==> src/rtl/cla_carry_sum_seq.sv <==
// Sequential carry/sum stage for a 2-bit propagate/generate front end.
// Each accepted beat resolves one 2-bit group, least-significant first,
// and one carry register links the groups. After the last group, the
// sum, carry-out and signed overflow are offered on a valid/ready port.
module cla_carry_sum_seq #(
  parameter int WIDTH = 8
) (
  input  logic             clk,
  input  logic             rst_n,
  input  logic             cin,
  input  logic             in_valid,
  output logic             in_ready,
  input  logic [1:0]       in_p,
  input  logic [1:0]       in_g,
  output logic             out_valid,
  input  logic             out_ready,
  output logic [WIDTH-1:0] out_sum,
  output logic             out_cout,
  output logic             out_ovf
);

  localparam int NGRP = WIDTH / 2;
  localparam int CW   = (NGRP > 1) ? $clog2(NGRP) : 1;
  localparam logic [CW-1:0] LAST_GRP = CW'(NGRP - 1);

  typedef enum logic [1:0] {
    IDLE  = 2'd0,
    ACCUM = 2'd1,
    DONE  = 2'd2
  } state_t;

  state_t           state, state_nxt;
  logic [CW-1:0]    cnt;
  logic             carry;
  logic             accept;
  logic             last_beat;
  logic             c, c1, c2;
  logic [WIDTH-1:0] sum_nxt;

  // The DONE state both qualifies the result and blocks new groups, so a
  // result is never overwritten while downstream is stalling.
  assign in_ready  = (state != DONE);
  assign out_valid = (state == DONE);
  assign accept    = in_valid && in_ready;
  // The counter is 0 in IDLE, so one compare covers both IDLE and ACCUM.
  assign last_beat = (cnt == LAST_GRP);

  // Two-level carry lookahead for the current group and its sum bits.
  always_comb begin
    // NOTE: every signal driven here gets a default first; otherwise a
    // path that skips an assignment would infer a latch.
    c       = (state == IDLE) ? cin : carry;
    c1      = in_g[0] | (in_p[0] & c);
    c2      = in_g[1] | (in_p[1] & c1);
    sum_nxt = out_sum;
    for (int i = 0; i < NGRP; i++) begin
      if (cnt == CW'(i)) begin
        sum_nxt[2*i]   = in_p[0] ^ c;
        sum_nxt[2*i+1] = in_p[1] ^ c1;
      end
    end
  end

  // State register.
  always_ff @(posedge clk or negedge rst_n) begin
    // NOTE: sequential state uses non-blocking assignments so that every
    // register samples pre-edge values, whatever the order of statements.
    if (!rst_n) state <= IDLE;
    else        state <= state_nxt;
  end

  // Next-state logic: advance on beats, release DONE on the handshake.
  always_comb begin
    state_nxt = state;
    case (state)
      IDLE:    if (accept) state_nxt = last_beat ? DONE : ACCUM;
      ACCUM:   if (accept && last_beat) state_nxt = DONE;
      DONE:    if (out_ready) state_nxt = IDLE;
      default: state_nxt = IDLE;
    endcase
  end

  // Datapath: carry chain, group counter and result registers.
  always_ff @(posedge clk or negedge rst_n) begin
    if (!rst_n) begin
      carry    <= 1'b0;
      cnt      <= '0;
      out_sum  <= '0;
      out_cout <= 1'b0;
      out_ovf  <= 1'b0;
    end else if (accept) begin
      carry   <= c2;
      out_sum <= sum_nxt;
      if (last_beat) begin
        cnt      <= '0;
        out_cout <= c2;
        // c1 of the top group is the carry into bit WIDTH-1.
        out_ovf  <= c1 ^ c2;
      end else begin
        cnt <= cnt + CW'(1);
      end
    end
  end

endmodule

==> config.mk <==
export PLATFORM = sky130hd
export DESIGN_NAME = cla_carry_sum_seq
export DESIGN_NICKNAME = d
export VERILOG_FILES = /design/src/rtl/cla_carry_sum_seq.sv
export SDC_FILE = /design/constraint.sdc
export NUM_CORES = 1
export LEC_CHECK = 0
export ABC_CLOCK_PERIOD_IN_PS = 2100
export CORE_AREA = 2 2 54 56
export DETAILED_ROUTE_END_ITERATION = 10
export DIE_AREA = 0 0 56 58
export PLACE_DENSITY = 0.59
export SLEW_MARGIN = 0
export SYNTH_ARGS = -nofsm -noshare
export SYNTH_HDL_FRONTEND = slang
export SYNTH_SLANG_ARGS = --single-unit
==> constraint.sdc <==
create_clock -name clk -period 2.1 [get_ports clk]
set_input_delay 0.42 -clock clk [delete_from_list [all_inputs] [get_ports clk]]
set_output_delay 0.42 -clock clk [all_outputs]
set_load 0.005 [all_outputs]
==> results.txt, run 1 <==
The antenna cell count is 0. The maximum level of the CTS H-tree was 1. Routability-driven placement finished with a final weighted congestion of 0.716. The die covers 0.00325 sq mm. Highest metal layer with signal wires: met4. The async set or reset register ratio after synthesis is 1.00, and the wire length of the first global-routing pass is 2480 um. The maximum number of pins on one net before global-route repair is 16, and the highest achievable clock rate is 500 MHz.

The post-cts hold buffer count came out at 0. Total power for the finished layout comes to 0.00137 W. The number of vias in the routed layout is 509. Once layout is done, the placed cells without fillers occupy 0.00110 sq mm. Setup repair after global routing left no endpoint under its margin. Fraction of the cycle the final worst path needs: 0.952. Counting flops with a built-in enable in the synthesized netlist gives 0. The routed design has 1430 um of wire.

The area growth from synthesis to layout works out to 45.5%. STA classifies the critical path startpoint as a register. Setup violations remaining at the end of the flow were counted as 0. Detailed routing placed a total of 629 um of wire on met2.

For this run, the post-layout net count is 103. Data on the critical path is required at its endpoint by 1.68 ns. The proportion of layout cells with a drive suffix above 1 is 0.368.

In the synthesized netlist, the number of instances is 56. The most common flop cell mapped by yosys is sky130_fd_sc_hd__dfrtp_1. The number of global-route vias before repair is 540, and the detailed placement HPWL is 1050 um. For the number of antenna violations at the first check in global routing, the log shows 0. After detailed routing, the average wire length per cell comes to 12.1 um. The initial core utilization was 0.285.

The count of cells in the finished layout, fillers not included, comes to 118. The synthesized area per cell was 13.5 sq um; the global-route usage over all layers was 0.0990. The clock net sink count is 15.

In this run, distinct cell masters in the synthesized netlist total 18. In this run the tool buffered the top-level ports with 20 buffer cells. In this run the worst setup path begins at state[0].

The worst flop-to-flop path startpoint was state[0]. The met3 wire length is 63 um. Cell type with the highest aggregate area in the netlist: sky130_fd_sc_hd__dfrtp_1. The detailed-router iteration count before antenna repair is 4, and the vertical extent of the die is 58 um.

Row generation in the floorplan step produced 19 rows. Yosys printed 0 warnings. The register bit count reported by yosys is 15. The tools report the remaining max-slew budget at the tightest pin as 0.870. The logs give 5 for the number of DRC violations after detailed-routing iteration 0 and 0.00154 ns for the worst setup skew after layout. The worst register-to-register path has a depth of 8. The ratio of routed vias to standard cells is 4.31, and the total congestion overflow after global routing is 0.

The critical path in this run is classified as register to output pin. The logs give 0 for the remaining routing DRC violations and 0.00104 sq mm for the standard cell area after detailed placement. Data arrives at the worst endpoint at 1.58 ns. The netlist area before placement is 758 sq um, and the final-report max-slew violation count is 0. For the count of endpoints failing hold in the final timing report, the log shows 0.

STA classifies the critical path endpoint as an output pin. The portion of the post-synthesis area used by sequential elements was 0.495; the critical-path maximum fanout was 6. For the worst-skew pair, the clock arrives at the later sink with an insertion delay of 0.28 ns.

Counting the buffers created by CTS gives 3. Power spread over the standard cell area amounts to 1240 mW/mm^2. For the pin with the worst max-slew slack, the measured transition is 0.196 ns. The number of nets in the synthesized netlist is 71. Number of instances in the placed design: 113.

After clock tree synthesis, the clock-pin slew on the worst setup and hold paths is 0.09 ns. The leakage power of the design came out at 0.505 nW. The tools report the routed length on met1 as 729 um. The clock tree root buffer cell was sky130_fd_sc_hd__clkbuf_4. TritonCTS built the clock tree.

For this design the top-level I/O count stands at 21. The number of max-cap violations came out at 0. Worst min-delay path category: input pin to asynchronous set/reset pin.

IR analysis of the VDD net gives a maximum drop of 699 uV. By area the synthesized netlist is led by sky130_fd_sc_hd__dfrtp_1 (50%), sky130_fd_sc_hd__mux2_4 (12%), sky130_fd_sc_hd__ha_1 (9.9%), sky130_fd_sc_hd__mux2_2 (8.9%), sky130_fd_sc_hd__and3_4 (4.5%). The floorplan step set the die width to 56 um.

The flow ran to the end, and the final reports show no timing, DRC or antenna violations. The post-detailed-route count of antenna-violating nets is 0, and the area of the placeable core is 0.00266 sq mm. The fraction of synthesized cell area taken by the top area cell type is 0.495, and the deepest clock path buffer count is 2. The clock period could shrink to 2.00 ns.
placed cells by master, fill, tap and decap left out:
master,count
sky130_fd_sc_hd__clkdlybuf4s50_1,20
sky130_fd_sc_hd__dfrtp_1,15
sky130_fd_sc_hd__buf_4,8
sky130_fd_sc_hd__mux2_4,7
sky130_fd_sc_hd__mux2_2,5
sky130_fd_sc_hd__ha_1,5
sky130_fd_sc_hd__inv_1,4
sky130_fd_sc_hd__and3_4,3
sky130_fd_sc_hd__clkbuf_4,3
sky130_fd_sc_hd__nor2_1,2
sky130_fd_sc_hd__nand2_1,2
sky130_fd_sc_hd__or2_4,1
sky130_fd_sc_hd__nor2_2,1
sky130_fd_sc_hd__nand2b_2,1
sky130_fd_sc_hd__o21ai_0,1
sky130_fd_sc_hd__nor2b_4,1
sky130_fd_sc_hd__o22ai_1,1
sky130_fd_sc_hd__nor2_4,1
sky130_fd_sc_hd__mux2i_1,1
sky130_fd_sc_hd__xnor2_1,1
sky130_fd_sc_hd__a21oi_1,1
sky130_fd_sc_hd__a31oi_1,1
sky130_fd_sc_hd__ha_4,1
sky130_fd_sc_hd__clkbuf_1,1
per-stage QoR:
| stage | util | setup slack (ns) | hold WS, ns | TNS, ns |
|---|---|---|---|---|
| global placement | 0.390 | -0.230 | 0.493 | -1.22 |
| global route | 0.414 | 0.00767 | 0.446 | 0 |
| CTS | 0.401 | 0.00568 | 0.435 | 0 |
| floorplan | - | 0.00950 | 0.124 | 0 |
| finish | 0.414 | 0.100 | 0.442 | 0 |
| detailed placement | 0.390 | -0.270 | 0.496 | -1.34 |
Yosys cell counts (2+ instances only):
cell type	number
sky130_fd_sc_hd__inv_1	4
sky130_fd_sc_hd__ha_1	6
sky130_fd_sc_hd__dfrtp_1	15
sky130_fd_sc_hd__mux2_4	6
sky130_fd_sc_hd__and3_4	3
sky130_fd_sc_hd__nor2_1	4
sky130_fd_sc_hd__mux2_2	6
sky130_fd_sc_hd__nand2_1	2
worst max-delay path: stages (launching register included):
cell	delay, ns
sky130_fd_sc_hd__dfrtp_1	0.40
sky130_fd_sc_hd__buf_4	0.14
sky130_fd_sc_hd__nand2b_2	0.22
sky130_fd_sc_hd__inv_1	0.07
sky130_fd_sc_hd__clkdlybuf4s50_1	0.48
power breakdown:
part	internal [W]	switching [W]	total (W)	leakage, nW
logic	0.000476	0.000216	0.000692	0.314
clock network	0.0000736	0.0000880	0.000162	0.0150
registers	0.000427	0.0000881	0.000515	0.176
total	0.000977	0.000392	0.00137	0.505
worst paths after layout:
path / to / slack, ns
worst min register to register: out_sum[7] / 0.51
worst max register to register: out_ovf / 0.15
max in group asynchronous: out_cout / 1.48
worst max-delay path: out_valid / 0.10
worst min-delay path: out_sum[1] / 0.44
min in group clk: out_sum[7] / 0.51
state kept, by name, summed over array words and instances (netlist names):
name      count
out_sum       8
cnt           2
state         2
carry         1
out_cout      1
out_ovf       1
layer usage:
layer	up-vias	track usage
li1	252	-
met4	0	0.0510
met2	16	0.134
met1	239	0.149
met5	-	0
met3	2	0.0179
cell type report:
class                      instances  area (sq um)
timing repair buffer              28           260
inverter                           4          15.0
fill                             277          1560
sequential                        15           375
multi-input combinational         36           388
clock buffer                       4          26.3
tap                               31          38.8
cell families (layout without fill, tap and decap cells):
group	count (synthesis)	in the layout	synth area share
adder cells (fa/ha/maj)	6	6	0.0990
multiplexers	13	13	0.221
AO/OA/AOI/OAI	4	4	0.0297
XOR/XNOR	1	1	0.0116
AND/OR/NAND/NOR	12	12	0.109
buffers and inverters	5	36	0.0346
flip-flops	15	15	0.495
repair_timing:
item,CTS,global route
gates resized for setup,1,7
pin swaps,1,2
setup endpoints to repair,1,6
gates cloned,0,0
setup buffers,0,1
endpoints found under the hold margin,0,0
Note: power is estimated with default switching activity, not from simulation.
==> inputs of run 2 (changes only) <==
--- a/config.mk
+++ b/config.mk
@@ -9,7 +9,7 @@
 export CORE_AREA = 2 2 54 56
 export DETAILED_ROUTE_END_ITERATION = 10
 export DIE_AREA = 0 0 56 58
-export PLACE_DENSITY = 0.59
+export PLACE_DENSITY = 0.58
 export SLEW_MARGIN = 0
 export SYNTH_ARGS = -nofsm -noshare
 export SYNTH_HDL_FRONTEND = slang
==> run 2 against run 1 <==
Final cell count fell by 0.85%. Sequential cell count did not move. Sequential share of layout area rose by 0.39 points. Register-to-register slack barely moved. Maximum frequency fell by 0.38%. Die area did not move. Worst setup slack got worse by 0.0076 ns. Global-route usage rose by 1.2 points. Cell area fell by 1.1%. Via count rose by 2.6%. Critical path type unchanged. Highest routed layer unchanged.
==> results.txt, run 2 (synthesis gave the netlist of run 1 again) <==
For the die area, the log shows 0.00325 sq mm (unchanged). Remaining routing DRC violations: 0 (unchanged). The post-cts hold buffer count was 0 (unchanged); the detailed-router iteration count before antenna repair was 4 (unchanged). The vertical extent of the die was 58 um (unchanged).

The post-detailed-route count of antenna-violating nets is 0 (unchanged). Slew at the pin closest to its max-slew limit: 0.203 ns (was 0.196 ns). The maximum number of pins on one net before global-route repair is 16 (unchanged), and the power per unit of standard cell area is 1260 mW/mm^2 (was 1240 mW/mm^2).

The number of placement rows is 19 (unchanged). The tools report the number of DRC violations after detailed-routing iteration 0 as 6 (was 5). The remaining max-slew budget at the tightest pin was 0.865 (was 0.870). Top flop regs: out_sum (8), cnt (2), state (2) (unchanged).

Most used cells in the layout excluding fill and tap cells: sky130_fd_sc_hd__clkdlybuf4s50_1 (20), sky130_fd_sc_hd__dfrtp_1 (15), sky130_fd_sc_hd__buf_4 (7) (was sky130_fd_sc_hd__clkdlybuf4s50_1 (20), sky130_fd_sc_hd__dfrtp_1 (15), sky130_fd_sc_hd__buf_4 (8)). The total congestion overflow after global routing came out at 0 (unchanged). Most common cell after layout, fill and taps aside: sky130_fd_sc_hd__clkdlybuf4s50_1 (unchanged). The switching power summed over all nets was 0.000413 W (was 0.000392 W). The average wire length per cell after detail routing came out at 13.7 um (was 12.1 um).

The area growth from synthesis to layout is 43.9% (was 45.5%), and the maximum level of the CTS H-tree is 1 (unchanged). For the final-report max-slew violation count, the log shows 0 (unchanged). The tools report the deepest clock path buffer count as 2 (unchanged). The clock network latency to the later pin of the worst-skew pair is 0.29 ns (was 0.28 ns), and the post-route cell area is 0.00109 sq mm (was 0.00110 sq mm). The run gives 0.111 (was 0.0990) as the global-route usage over all layers. The tools report the standard cell area after detailed placement as 0.00103 sq mm (was 0.00104 sq mm).

Classification of the worst setup path: register to output pin (unchanged). The critical-path maximum fanout came out at 4 (was 6). The proportion of layout cells with a drive suffix above 1 came out at 0.360 (was 0.368). The number of max-cap violations is 0 (unchanged). The flip-flop count of the largest register after layout was 8 (unchanged); the final layout net count was 102 (was 103). Ratio of routed vias to standard cells: 4.46 (was 4.31).

Worst min-delay path category: input pin to asynchronous set/reset pin (unchanged). For the internal power, the log shows 0.000967 W (was 0.000977 W). The clock slew seen by the registers of the worst setup and hold paths was 0.10 ns (was 0.09 ns).

The run gives 0 (unchanged) as the count of endpoints failing hold in the final timing report. The worst supply voltage drop on vdd came out at 685 uV (was 699 uV). For the share of power burned in combinational logic, the log shows 0.503 (was 0.506). The largest register by flop count is out_sum (unchanged). For the final wirelength, the log shows 1600 um (was 1430 um). The logs give 0 (unchanged) for the number of setup violations in the final report and 0.285 (unchanged) for the initial core utilization. The flow ran to the end, and the final reports show no timing, DRC or antenna violations. The fraction of the cycle the final worst path needs is 0.956 (was 0.952), and the worst setup skew after layout is 0.00561 ns (was 0.00154 ns). Setup repair after global routing left no endpoint under its margin. The run gives 1.68 ns (about the same) as the required time of the worst setup path. TritonCTS built the clock tree.

The type of origin of the critical path is a register (unchanged). The logs give 15 (unchanged) for the clock net sink count and 498 MHz (was 500 MHz) for the highest achievable clock rate. The logs give 0.00266 sq mm (unchanged) for the area of the placeable core and 0 (unchanged) for the antenna cell count. The tools report the kind of end point of the critical path as an output pin (unchanged).

The wire length of the first global-routing pass was 2620 um (was 2480 um). The core occupancy in the finished layout was 0.410 (was 0.414); the detailed placement HPWL was 1180 um (was 1050 um). The arrival time of the worst setup path was 1.59 ns (was 1.58 ns). Clock period minus final worst setup slack: 2.01 ns (was 2.00 ns). The tools report the clock tree root buffer cell as sky130_fd_sc_hd__clkbuf_4 (unchanged).

The share of power burned in registers was 0.373 (was 0.376). The number of global-route vias before repair was 564 (was 540). The number of antenna violations at the first check in global routing is 0 (unchanged), and the horizontal die dimension is 56 um (unchanged).

The switching portion of total power is 0.299 (was 0.286). The portion of total power attributed to the clock network was 0.124 (was 0.118). The number of vias in the routed layout is 522 (was 509). The leakage power of the design is 0.498 nW (was 0.505 nW), and the number of top-level pins is 21 (unchanged).

The number of buffers inserted during clock tree synthesis was 3 (unchanged). The count of input and output buffers is 20 (unchanged). The tools report the placer congestion estimate as 0.668 (was 0.716).
-- run 2: cell types whose count changed in the layout (fill, tap and decap cells not counted) --
cell	previous run	this run
sky130_fd_sc_hd__buf_4	8	7
sky130_fd_sc_hd__clkbuf_1	1	0
sky130_fd_sc_hd__clkinv_2	0	1
sky130_fd_sc_hd__mux2_2	5	6
sky130_fd_sc_hd__mux2_4	7	6
sky130_fd_sc_hd__nand2b_1	0	1
sky130_fd_sc_hd__nand2b_2	1	0
-- run 2: metrics by stage --
step | total power (W) | instances | hold WS (ns) | TNS [ns] | worst slack [ns]
4_1_cts | 0.00139 | 117 | 0.427 | 0 | 0.0205
6_report | 0.00138 | 117 | 0.426 | 0 | 0.0925
3_5_place_dp | 0.00119 | 112 | 0.497 | -1.67 | -0.326
5_1_grt | 0.00149 | 117 | 0.454 | 0 | 0.0163
2_1_floorplan | 0.000870 | 56 | 0.124 | 0 | 0.00950
3_3_place_gp | 0.00117 | 112 | 0.494 | -1.35 | -0.242
-- run 2: worst max-delay path: stages, from the launching register on --
cell                              delay [ns]
sky130_fd_sc_hd__dfrtp_1                0.40
sky130_fd_sc_hd__buf_4                  0.14
sky130_fd_sc_hd__nand2b_1               0.19
sky130_fd_sc_hd__inv_1                  0.08
sky130_fd_sc_hd__clkdlybuf4s50_1        0.49
-- run 2: power by group through the flow --
stage / clock, W / combinational, W / sequential (W)
6_report: 0.000170 / 0.000694 / 0.000515
3_5_place_dp: 0 / 0.000673 / 0.000520
5_1_grt: 0.000195 / 0.000761 / 0.000536
2_1_floorplan: 0 / 0.000354 / 0.000516
4_1_cts: 0.000182 / 0.000696 / 0.000515
3_3_place_gp: 0 / 0.000655 / 0.000515
-- run 2: cell type report --
cell class,count,area [sq um]
fillers,272,1570
multi-input cells,36,382
flip-flops and latches,15,375
repair buffers,27,253
well taps,31,38.8
clock buffers,3,22.5
inverters,4,15.0
clock inverters,1,5.00
-- run 2: final timing paths --
check	startpoint	slack, ns	endpoint	depth (start not counted)
max	state[0]	0.09	out_valid	4
min	rst_n	0.43	out_sum[5]	2
max reg2reg	state[1]	0.15	out_ovf	8
min reg2reg	out_ovf	0.51	out_ovf	1
max in group asynchronous	rst_n	1.49	cnt[0]	2
min in group clk	out_ovf	0.51	out_ovf	1
-- run 2: timing repair --
action | in CTS | in global routing
gates cloned | 0 | 0
buffers inserted | 1 | 0
endpoints found under the setup margin | 1 | 1
gates resized for setup | 2 | 4
pin swaps | 2 | 1
-- run 2: metal layers --
metal | up-vias | GRT usage | wire, um | share of wire
met2 | 17 | 0.178 | 753 | 0.47
li1 | 250 | - | - | -
met4 | 0 | 0.0714 | 41 | 0.026
met5 | - | 0 | 0 | 0
met3 | 5 | 0.0290 | 85 | 0.053
met1 | 250 | 0.131 | 722 | 0.45
